### config.mk
export PLATFORM = sky130hd
export DESIGN_NAME = control_multicycle
export DESIGN_NICKNAME = d
export VERILOG_FILES = /design/src/rtl/control_pkg.sv /design/src/rtl/control_outdec.sv /design/src/rtl/control_multicycle.sv
export SDC_FILE = /design/constraint.sdc
export NUM_CORES = 1
export LEC_CHECK = 0
export ABC_AREA = 1
export CAP_MARGIN = 20
export CORE_MARGIN = 10
export CORE_UTILIZATION = 49
export DETAILED_ROUTE_END_ITERATION = 7
export GPL_TIMING_DRIVEN = 0
export MAX_ROUTING_LAYER = met4
export PLACE_DENSITY = 0.81
export REMOVE_ABC_BUFFERS = 1
export SYNTH_ARGS = -nofsm -noshare
export SYNTH_HDL_FRONTEND = slang
export SYNTH_HIERARCHICAL = 1
export SYNTH_SLANG_ARGS = --single-unit
### constraint.sdc
create_clock -name clk -period 2.09 [get_ports clk]
set_input_delay 0.209 -clock clk [delete_from_list [all_inputs] [get_ports clk]]
set_output_delay 0.209 -clock clk [all_outputs]
set_load 0.1 [all_outputs]
### src/rtl/control_pkg.sv
// Shared encodings for the multicycle MIPS main control unit.
package control_pkg;

    // FSM state codes; 13..15 are unused and fall back to FETCH.
    typedef enum logic [3:0] {
        S_FETCH   = 4'd0,
        S_DECODE  = 4'd1,
        S_MEMADR  = 4'd2,
        S_MEMRD   = 4'd3,
        S_MEMWB   = 4'd4,
        S_MEMWR   = 4'd5,
        S_EXEC    = 4'd6,
        S_RTYPEWB = 4'd7,
        S_BRANCH  = 4'd8,
        S_JUMP    = 4'd9,
        S_ADDIEX  = 4'd10,
        S_ADDIWB  = 4'd11,
        S_TRAP    = 4'd12
    } state_e;

    // Opcodes from IR[31:26].
    localparam logic [5:0] OP_RTYPE = 6'b000000;
    localparam logic [5:0] OP_LW    = 6'b100011;
    localparam logic [5:0] OP_SW    = 6'b101011;
    localparam logic [5:0] OP_BEQ   = 6'b000100;
    localparam logic [5:0] OP_BNE   = 6'b000101;
    localparam logic [5:0] OP_J     = 6'b000010;
    localparam logic [5:0] OP_ADDI  = 6'b001000;

    // ALU B-operand select.
    localparam logic [1:0] SRCB_REGB  = 2'b00;
    localparam logic [1:0] SRCB_FOUR  = 2'b01;
    localparam logic [1:0] SRCB_IMM   = 2'b10;
    localparam logic [1:0] SRCB_IMMSH = 2'b11;

    // ALU operation class.
    localparam logic [1:0] ALUOP_ADD   = 2'b00;
    localparam logic [1:0] ALUOP_SUB   = 2'b01;
    localparam logic [1:0] ALUOP_FUNCT = 2'b10;

    // Next-PC source.
    localparam logic [1:0] PCSRC_ALU    = 2'b00;
    localparam logic [1:0] PCSRC_ALUOUT = 2'b01;
    localparam logic [1:0] PCSRC_JUMP   = 2'b10;

    // Bit positions within the conditional PC-write enable vector.
    localparam int BRANCH_BEQ = 0;
    localparam int BRANCH_BNE = 1;

    // Everything the output decoder drives toward the datapath.
    typedef struct packed {
        logic       pcwrite;
        logic       irwrite;
        logic       memread;
        logic       memwrite;
        logic       regwrite;
        logic       iord;
        logic       alusrca;
        logic       regdst;
        logic       memtoreg;
        logic [1:0] alusrcb;
        logic [1:0] aluop;
        logic [1:0] pcsource;
        logic [1:0] branch;
        logic       retired;
        logic       trap;
    } ctrl_t;

endpackage

### src/rtl/control_outdec.sv
// Moore output decode: state (plus ready for the gated strobes) to datapath controls.
module control_outdec
    import control_pkg::*;
(
    input  state_e st,
    input  logic   branch_sel,   // opcode[0]: 0 = beq, 1 = bne
    input  logic   ready,
    input  logic   run,          // low while reset is held
    output ctrl_t  ctrl
);

    // Per-state strobes and selects; reset forces all strobes low but keeps FETCH selects.
    always_comb begin
        ctrl = '0;
        case (st)
            S_FETCH: begin
                ctrl.memread = 1'b1;
                ctrl.alusrcb = SRCB_FOUR;
                ctrl.irwrite = ready;
                ctrl.pcwrite = ready;
            end
            S_DECODE: ctrl.alusrcb = SRCB_IMMSH;
            S_MEMADR, S_ADDIEX: begin
                ctrl.alusrca = 1'b1;
                ctrl.alusrcb = SRCB_IMM;
            end
            S_MEMRD: begin
                ctrl.memread = 1'b1;
                ctrl.iord    = 1'b1;
            end
            S_MEMWR: begin
                ctrl.memwrite = 1'b1;
                ctrl.iord     = 1'b1;
                ctrl.retired  = ready;
            end
            S_MEMWB: begin
                ctrl.regwrite = 1'b1;
                ctrl.memtoreg = 1'b1;
                ctrl.retired  = 1'b1;
            end
            S_EXEC: begin
                ctrl.alusrca = 1'b1;
                ctrl.aluop   = ALUOP_FUNCT;
            end
            S_RTYPEWB: begin
                ctrl.regwrite = 1'b1;
                ctrl.regdst   = 1'b1;
                ctrl.retired  = 1'b1;
            end
            S_ADDIWB: begin
                ctrl.regwrite = 1'b1;
                ctrl.retired  = 1'b1;
            end
            S_BRANCH: begin
                ctrl.alusrca  = 1'b1;
                ctrl.aluop    = ALUOP_SUB;
                ctrl.pcsource = PCSRC_ALUOUT;
                ctrl.branch[branch_sel ? BRANCH_BNE : BRANCH_BEQ] = 1'b1;
                ctrl.retired  = 1'b1;
            end
            S_JUMP: begin
                ctrl.pcwrite  = 1'b1;
                ctrl.pcsource = PCSRC_JUMP;
                ctrl.retired  = 1'b1;
            end
            S_TRAP: ctrl.trap = 1'b1;
            default: ;
        endcase

        if (!run) begin
            ctrl.pcwrite  = 1'b0;
            ctrl.irwrite  = 1'b0;
            ctrl.memread  = 1'b0;
            ctrl.memwrite = 1'b0;
            ctrl.regwrite = 1'b0;
            ctrl.branch   = 2'b00;
            ctrl.retired  = 1'b0;
            ctrl.trap     = 1'b0;
        end
    end

endmodule

### src/rtl/control_multicycle.sv
// Multicycle MIPS main control: state register, next-state logic, retire counter.
module control_multicycle
    import control_pkg::*;
#(
    parameter bit MEM_HANDSHAKE = 1'b1,
    parameter bit TRAP_EN       = 1'b1,
    parameter int CNT_W         = 32
) (
    input  logic             clk,
    input  logic             reset_n,
    input  logic [5:0]       opcode,
    input  logic             mem_ready,
    output logic             pcwrite,
    output logic             irwrite,
    output logic             memread,
    output logic             memwrite,
    output logic             regwrite,
    output logic             iord,
    output logic             alusrca,
    output logic             regdst,
    output logic             memtoreg,
    output logic [1:0]       alusrcb,
    output logic [1:0]       aluop,
    output logic [1:0]       pcsource,
    output logic [1:0]       branch,
    output logic [3:0]       state,
    output logic             retired,
    output logic [CNT_W-1:0] instr_count,
    output logic             trap
);

    state_e           state_q, state_d;
    logic [CNT_W-1:0] count_q;
    logic             ready;
    ctrl_t            ctrl;

    // Without the handshake, memory is assumed to finish in one cycle.
    assign ready = MEM_HANDSHAKE ? mem_ready : 1'b1;

    // State register.
    always_ff @(posedge clk or negedge reset_n) begin
        if (!reset_n) state_q <= S_FETCH;
        else          state_q <= state_d;
    end

    // Next-state: memory states hold until ready, DECODE dispatches on opcode.
    always_comb begin
        state_d = state_q;
        case (state_q)
            S_FETCH:  if (ready) state_d = S_DECODE;
            S_DECODE: begin
                case (opcode)
                    OP_LW, OP_SW:   state_d = S_MEMADR;
                    OP_RTYPE:       state_d = S_EXEC;
                    OP_BEQ, OP_BNE: state_d = S_BRANCH;
                    OP_J:           state_d = S_JUMP;
                    OP_ADDI:        state_d = S_ADDIEX;
                    default:        state_d = TRAP_EN ? S_TRAP : S_FETCH;
                endcase
            end
            S_MEMADR:  state_d = (opcode == OP_LW) ? S_MEMRD : S_MEMWR;
            S_MEMRD:   if (ready) state_d = S_MEMWB;
            S_MEMWR:   if (ready) state_d = S_FETCH;
            S_EXEC:    state_d = S_RTYPEWB;
            S_ADDIEX:  state_d = S_ADDIWB;
            S_MEMWB, S_RTYPEWB, S_ADDIWB, S_BRANCH, S_JUMP: state_d = S_FETCH;
            S_TRAP:    state_d = S_TRAP;
            default:   state_d = S_FETCH;
        endcase
    end

    // Retired-instruction counter, wraps silently.
    always_ff @(posedge clk or negedge reset_n) begin
        if (!reset_n)          count_q <= '0;
        else if (ctrl.retired) count_q <= count_q + CNT_W'(1);
    end

    control_outdec u_outdec (
        .st        (state_q),
        .branch_sel(opcode[0]),
        .ready     (ready),
        .run       (reset_n),
        .ctrl      (ctrl)
    );

    assign pcwrite     = ctrl.pcwrite;
    assign irwrite     = ctrl.irwrite;
    assign memread     = ctrl.memread;
    assign memwrite    = ctrl.memwrite;
    assign regwrite    = ctrl.regwrite;
    assign iord        = ctrl.iord;
    assign alusrca     = ctrl.alusrca;
    assign regdst      = ctrl.regdst;
    assign memtoreg    = ctrl.memtoreg;
    assign alusrcb     = ctrl.alusrcb;
    assign aluop       = ctrl.aluop;
    assign pcsource    = ctrl.pcsource;
    assign branch      = ctrl.branch;
    assign retired     = ctrl.retired;
    assign trap        = ctrl.trap;
    assign state       = state_q;
    assign instr_count = count_q;

endmodule
==> results of run 1 <==
==> cell type report <==
class / count / area (um2) / area share [%]
Clock buffer: 7 / 86.3 / 2.52
Clock inverter: 1 / 7.51 / 0.219
Inverter: 55 / 208 / 6.07
Multi-Input combinational cell: 257 / 1370 / 39.9
Sequential cell: 36 / 906 / 26.5
Tap cell: 67 / 83.8 / 2.45
Timing Repair Buffer: 79 / 768 / 22.4
==> state kept, by name (all words and copies together) (netlist names) <==
register     count
instr_count     32
state            4
==> stage by stage <==
step                      setup WS (ns)  util, %  instance area [um2]  hold WS, ns  power [W]
final                            0.0326     72.0                 3420        0.364    0.00402
after global placement            -2.33     65.9                 3130        0.485    0.00340
after global routing            -0.0587     72.0                 3420        0.380    0.00421
after CTS                       -0.0109     68.7                 3270        0.385    0.00393
after detailed placement          -1.18     65.8                 3130        0.359    0.00342
after floorplan                   -1.57        -                 2420      -0.0866    0.00285
==> power by group through the flow <==
| stage | Combinational (W) | Sequential [W] | Clock (W) |
|---|---|---|---|
| after detailed placement | 0.00245 | 0.000972 | 0 |
| after global placement | 0.00243 | 0.000970 | 0 |
| after floorplan | 0.00123 | 0.00163 | 0 |
| after global routing | 0.00267 | 0.000978 | 0.000564 |
| final | 0.00254 | 0.000954 | 0.000523 |
| after CTS | 0.00244 | 0.000963 | 0.000526 |
==> cells by family (layout without fill, tap and decap cells) <==
logic type | after synthesis | count (layout)
and+or+nand+nor | 218 | 218
xor gates and xnor gates | 23 | 23
DFF | 36 | 36
buffers and inverters | 57 | 142
adders and majority gates | 1 | 1
AOI/OAI and AO/OA | 15 | 15
==> layer usage <==
layer  vias to the layer above  share of wire, %
met5                         -                 0
met4                         0               1.5
met3                        12               5.8
met2                        77                51
met1                      1135                42
li1                       1254                 -
==> Yosys cell counts (all sizes together) <==
cell type and instances:
nand3b 4, dfrtp 36, o221ai 1, o21ai 9, o22ai 2, clkinv 1, inv 54, xor2 15
o21bai 1, buf 1, a21oi 2, ha 1, and3 1, nand3 24, nor2 59, nand4 9
xnor2 8, clkbuf 1, nor3 14, nand2 107
==> final timing paths <==
kind,startpoint,to
min,reset_n,instr_count[1]
max reg2reg,state[2],instr_count[30]
max,instr_count[21],instr_count[21]
min reg2reg,instr_count[25],instr_count[25]
min in group asynchronous,reset_n,instr_count[3]
max in group asynchronous,reset_n,state[1]
==> placed cells by master (no fill, tap or decap), drive strengths merged <==
| master | n |
|---|---|
| o22ai | 2 |
| clkinvlp | 1 |
| nand4 | 9 |
| clkbuf | 9 |
| dlygate4sd2 | 14 |
| xor2 | 15 |
| clkinv | 1 |
| clkdlybuf4s18 | 2 |
| o21bai | 1 |
| and3 | 1 |
| o21ai | 9 |
| xnor2 | 8 |
| o221ai | 1 |
| clkdlybuf4s15 | 10 |
| dlymetal6s2s | 17 |
| nor2 | 59 |
| nand3b | 4 |
| nor3 | 14 |
| nand3 | 24 |
| buf | 21 |
| nand2 | 107 |
| dfrtp | 36 |
| a21oi | 2 |
| inv | 54 |
| dlygate4sd3 | 1 |
| ha | 1 |
| clkdlybuf4s50 | 12 |
==> worst min-delay path, cell delays in order <==
cell     delay [ns]
buf_4          0.12
nand2_2        0.08
nand2_4        0.09
nand2_1        0.06
nand2_1        0.05
==> what timing repair did <==
item / in CTS / in global routing
hold buffers: 2 / 0
setup buffers: 3 / 11
pin swaps: 1 / 8
endpoints found under the hold margin: 36 / 0
gates resized for setup: 94 / 29
setup endpoints to repair: 56 / 31
==> metrics.md, run 1 <==
| Metric | Value |
|---|---|
| Outcome | `completed` |
| CP Class | `flip-flop to output port` |
| XOR/XNOR share of the synthesized area | `8.29%` |
| Sequential Power Share | `23.8%` |
| Tot GR Track Use | `16.7%` |
| Vias per cell | `4.94` |
| Final setup fails | `0` |
| Grt met1 use | `19.5%` |
| Num ports | `64` |
| DRC viols | `0` |
| PwrDens | `1170 nW/um2` |
| CTS Buffer Depth | `2` |
| Initial core utilization | `51.1%` |
| Fmax achieved | `486 MHz` |
| CTS clock-pin slew for the worst setup and hold paths | `0.07 ns` |
| Simple-gate portion of the synthesized area | `41.6%` |
| Final std cells w/o fill | `502` |
| Seq/Total Area, Yosys | `37.1%` |
| Nets | `444` |
| Critical path launch point type | `flip-flop` |
| Area share of the largest cell type after synthesis | `37.1%` |
| ANT cells | `0` |
| Final WL | `6740 um` |
| Post-Synthesis Cells | `350` |
| CTS Root Cell | `clkbuf_8` |
| Pins Over Slew Limit | `0` |
| Worst Path Max Fanout | `4` |
| CP required | `1.88 ns` |
| R2R Setup Slk | `0.08 ns` |
| Die Span Y | `90.4 um` |
| Final Hold Viols | `0` |
| DRT antenna net count | `0` |
| WP depth | `1` |
| Power Internal | `0.00159 W` |
| Initial antenna violation count | `0` |
| Die Span X | `90.4 um` |
| P_sw | `0.00243 W` |
| Via count | `2478` |
| Synth area leaders | `dfrtp_1, nand2_1, inv_1` |
| Total grt overflow | `0` |
| Multiplexer share of the synthesized area | `0%` |
| Largest family of logic cells by synthesized area | `simple AND/OR/NAND/NOR gates` |
| Total negative slack | `0 ns` |
| CTS Buf Count | `5` |
| Syn_area_per_cell | `6.94 um2` |
| Maximum number of pins on one net before global-route repair | `37` |
| Port bufs | `63` |
| Slew at the pin closest to its max-slew limit | `0.984 ns` |
| Netlist Area Pre-Place | `2430 um2` |
| CTS tree | `built` |
| Placed insts | `478` |
| WL per Instance | `13.4 um` |
| Final period utilization | `98.4%` |
| Post-synthesis register bit count | `36` |
| R2R cell count | `13` |
| DIE AREA | `8170 um2` |
| GR peak layer | `met2` |
| Comb pwr share | `63.2%` |
| Row count | `25` |
| Clk pwr share | `13.0%` |
| Buf/Inv on CP | `1` |
| Net Sw Frac | `60.4%` |
| Layout cells sized above 1 | `18.9%` |
| CP max stage delay | `1.16 ns` |
| Worst-path cell chain | `clkdlybuf4s50_1` |
| Starting DRT DRC Count | `127` |
| Yosys top cell by area | `dfrtp_1` |
| Synth Area in Adders | `0.515%` |
| Vias in the first global route | `2449` |
| Met3 usage | `3.66%` |
| Maximum vdd drop | `902 uV` |
| Clk Latency, worst-skew pair | `0.29 ns` |
| RSZ-0062 raised after global routing | `yes` |
| Hold crit path type | `input port to flip-flop` |
| CTS Sinks | `36` |
| TritonRoute pass-1 iters | `4` |
| Leak | `1.98 nW` |
| CP delay by family, top | `buffers and inverters` |
| Layout area overhead | `41.0%` |
| WHS Path Cells | `5` |
| RD Place Congestion | `0.944` |
| Post-detail-place hpwl | `5100 um` |
| Yosys cell types | `29` |
| Yosys warns | `6` |
| CP Data Arrival Time | `1.85 ns` |
| Max-cap viol count | `0` |
| Crit end category | `output port` |
| Met2 global-route usage | `27.9%` |
| Rel. slew slack | `34.2%` |
| Total core area | `4750 um2` |
| Slowest cell on crit path | `clkdlybuf4s50_1` |
| Worst clock skew | `0.00786 ns` |
| H-Tree Depth | `2` |
| Fillers | `388` |
| Synth Area in Compound Gates | `3.45%` |
| Minimum clock period | `2.06 ns` |
| First-pass GRT wire length | `11200 um` |
Power figures use the tool's default switching activity.
==> inputs of run 2 (changes only) <==
--- a/config.mk
+++ b/config.mk
@@ -7,7 +7,6 @@
 export LEC_CHECK = 0
 export ABC_AREA = 1
 export CAP_MARGIN = 20
-export CORE_MARGIN = 10
 export CORE_UTILIZATION = 49
 export DETAILED_ROUTE_END_ITERATION = 7
 export GPL_TIMING_DRIVEN = 0
==> run 2 against run 1 <==
  * Flip-flop and latch count stayed put
  * Final cell count is 0.80% higher
  * Register-to-register slack hardly changed
  * Via count is 4.3% higher
  * Global-route usage is 9.0 points higher
  * Worst hold slack worse by 0.18 ns
  * Worst setup slack worse by 0.028 ns
  * Wire length is 1.5% lower
  * Non-clock buffer count is 4 higher
  * Total power is 2.9% higher
  * Utilization is 0.87 points higher
  * Sequential share of layout area is 0.32 points lower
  * Critical path type unchanged
  * Critical endpoint is now memread
  * Highest routed layer unchanged
==> metrics.md, run 2 (synthesis gave the netlist of run 1 again) <==
| Metric | Value |
|---|---|
| Outcome | `completed (unchanged)` |
| Initial core utilization | `51.1% (unchanged)` |
| Hold crit path type | `input port to async pin (was input port to flip-flop)` |
| P_sw | `0.00245 W (was 0.00243 W)` |
| Minimum clock period | `2.09 ns (was 2.06 ns)` |
| Final core occ | `72.9% (was 72.0%)` |
| Vias per cell | `5.11 (was 4.94)` |
| Total core area | `4750 um2 (unchanged)` |
| ANT cells | `0 (unchanged)` |
| RD Place Congestion | `0.893 (was 0.944)` |
| Post-detail-place hpwl | `4570 um (was 5100 um)` |
| Final Hold Viols | `0 (unchanged)` |
| Maximum vdd drop | `1100 uV (was 902 uV)` |
| Comb pwr share | `62.0% (was 63.2%)` |
| Most common cell after layout, fill and taps aside | `nand2_1 (unchanged)` |
| Slew at the pin closest to its max-slew limit | `0.980 ns (was 0.984 ns)` |
| Maximum number of pins on one net before global-route repair | `37 (unchanged)` |
| Worst Path Max Fanout | `5 (was 4)` |
| Worst-path cell chain | `buf_4 -> nor2_1 -> nand2_1 -> a21oi_1 -> buf_2 (was clkdlybuf4s50_1)` |
| Initial antenna violation count | `0 (unchanged)` |
| Via count | `2585 (was 2478)` |
| Layout area overhead | `42.7% (was 41.0%)` |
| H-Tree Depth | `2 (unchanged)` |
| CTS Root Cell | `clkbuf_8 (unchanged)` |
| DRT antenna net count | `0 (unchanged)` |
| Max-cap viol count | `0 (unchanged)` |
| Tot GR Track Use | `25.7% (was 16.7%)` |
| Fmax achieved | `479 MHz (was 486 MHz)` |
| DRC viols | `0 (unchanged)` |
| Clk pwr share | `14.7% (was 13.0%)` |
| Final WL | `6640 um (was 6740 um)` |
| CP required | `1.88 ns (about the same)` |
| CTS clock-pin slew for the worst setup and hold paths | `0.08 ns (was 0.07 ns)` |
| CP max stage delay | `0.47 ns (was 1.16 ns)` |
| Row count | `25 (unchanged)` |
| CP delay by family, top | `buffers and inverters (unchanged)` |
| CP Data Arrival Time | `1.88 ns (was 1.85 ns)` |
| RSZ-0062 raised after global routing | `yes (unchanged)` |
| Leak | `2.03 nW (was 1.98 nW)` |
| Vias in the first global route | `2267 (was 2449)` |
| Buf/Inv on CP | `2 (was 1)` |
| CTS Buf Count | `5 (unchanged)` |
| Crit end category | `output port (unchanged)` |
| Sequential Power Share | `23.3% (was 23.8%)` |
| CTS Buffer Depth | `2 (unchanged)` |
| Worst slack, placed | `-1.21 ns (was -1.18 ns)` |
| Clk Latency, worst-skew pair | `0.29 ns (about the same)` |
| Final period utilization | `99.8% (was 98.4%)` |
| Nets | `448 (was 444)` |
| Critical path launch point type | `flip-flop (unchanged)` |
| Num ports | `64 (unchanged)` |
| WL per Instance | `13.1 um (was 13.4 um)` |
| Pins Over Slew Limit | `0 (unchanged)` |
| DIE AREA | `5240 um2 (was 8170 um2)` |
| Rel. slew slack | `34.6% (was 34.2%)` |
| CTS tree | `built (unchanged)` |
| Design Area, Final | `3470 um2 (was 3420 um2)` |
| PwrDens | `1190 nW/um2 (was 1170 nW/um2)` |
| Port bufs | `63 (unchanged)` |
| Final setup fails | `0 (unchanged)` |
| Placed Area | `3130 um2 (unchanged)` |
| Max reg flops | `32 (unchanged)` |
| TritonRoute pass-1 iters | `4 (unchanged)` |
| Die Span X | `72.4 um (was 90.4 um)` |
| CP Class | `flip-flop to output port (unchanged)` |
| Placed insts | `478 (unchanged)` |
| Net Sw Frac | `59.4% (was 60.4%)` |
| Most frequent cells in the layout | `nand2_1, nor2_1, inv_1 (was nand2_1, inv_1, nor2_1)` |
| Total grt overflow | `0 (unchanged)` |
| Starting DRT DRC Count | `116 (was 127)` |
| Power Internal | `0.00168 W (was 0.00159 W)` |
| Final std cells w/o fill | `506 (was 502)` |
| Slowest cell on crit path | `dfrtp_2 (was clkdlybuf4s50_1)` |
| Final worst slack | `0.00434 ns (was 0.0326 ns)` |
| Worst clock skew | `0.00823 ns (was 0.00786 ns)` |
| CTS Sinks | `36 (unchanged)` |
| Die Span Y | `72.4 um (was 90.4 um)` |
| Layout cells sized above 1 | `20.3% (was 18.9%)` |
| First-pass GRT wire length | `10100 um (was 11200 um)` |
## run 2: power groups by stage
stage	logic [W]	clock network [W]	registers [W]
3_3_place_gp	0.00241	0	0.000970
6_report	0.00256	0.000606	0.000962
2_1_floorplan	0.00123	0	0.00163
3_5_place_dp	0.00244	0	0.000971
4_1_cts	0.00245	0.000612	0.000963
5_1_grt	0.00269	0.000638	0.000984
## run 2: final timing paths
| check | startpoint | endpoint | slack [ns] | cells past startpoint |
|---|---|---|---|---|
| worst max register to register | state[2] | instr_count[30] | 0.07 | 13 |
| max in group asynchronous | reset_n | state[1] | 1.70 | 4 |
| worst min-delay path | reset_n | instr_count[8] | 0.18 | 4 |
| worst max-delay path | state[2] | memread | 0.004 | 5 |
| worst min register to register | instr_count[25] | instr_count[25] | 0.51 | 1 |
| min in group clk | instr_count[25] | instr_count[25] | 0.51 | 1 |
## run 2: layout make-up
cell class	instances	area, um2
repair buffers	83	791
inverters	55	208
multi-input cells	257	1370
flip-flops and latches	36	906
clock inverters	2	35.0
clock buffers	6	72.6
well taps	67	83.8
fillers	384	1290
## run 2: worst register-to-register path: cells and delay by family (launching register included)
kind / cells / cell delay [ns]
flip-flops: 1 / 0.45
AND/OR/NAND/NOR: 11 / 1.26
buffers and inverters: 1 / 0.08
AO/OA/AOI/OAI: 1 / 0.13
## run 2: stage by stage
stage                     setup TNS [ns]  hold WS [ns]  total power, W
after floorplan                   -44.25       -0.0866         0.00285
after detailed placement          -24.60         0.370         0.00341
after CTS                         -0.210         0.461         0.00403
after global placement            -72.31         0.485         0.00338
final                                  0         0.184         0.00413
after global routing              -0.304         0.216         0.00431
## run 2: what timing repair did
item | 4_1_cts | 5_1_grt
setup buffers | 5 | 13
hold buffers | 2 | 0
endpoints found under the setup margin | 55 | 38
pin swaps | 1 | 7
resized for setup | 89 | 40
endpoints found under the hold margin | 36 | 0
## run 2: routing by layer
layer	vias up	GRT usage [%]	routed length (um)
met2	92	41.8	3390
met4	0	7.84	118
met1	1209	33.0	2860
met3	15	4.17	271
met5	-	-	0
li1	1269	-	-
==> inputs of run 3 (changes only) <==
--- a/config.mk
+++ b/config.mk
@@ -9,6 +9,7 @@
 export CAP_MARGIN = 20
 export CORE_UTILIZATION = 49
 export DETAILED_ROUTE_END_ITERATION = 7
+export GPL_ROUTABILITY_DRIVEN = 0
 export GPL_TIMING_DRIVEN = 0
 export MAX_ROUTING_LAYER = met4
 export PLACE_DENSITY = 0.81
==> results of run 3 <==
No change in the layout: final DEF, timing and power equal those of run 2.
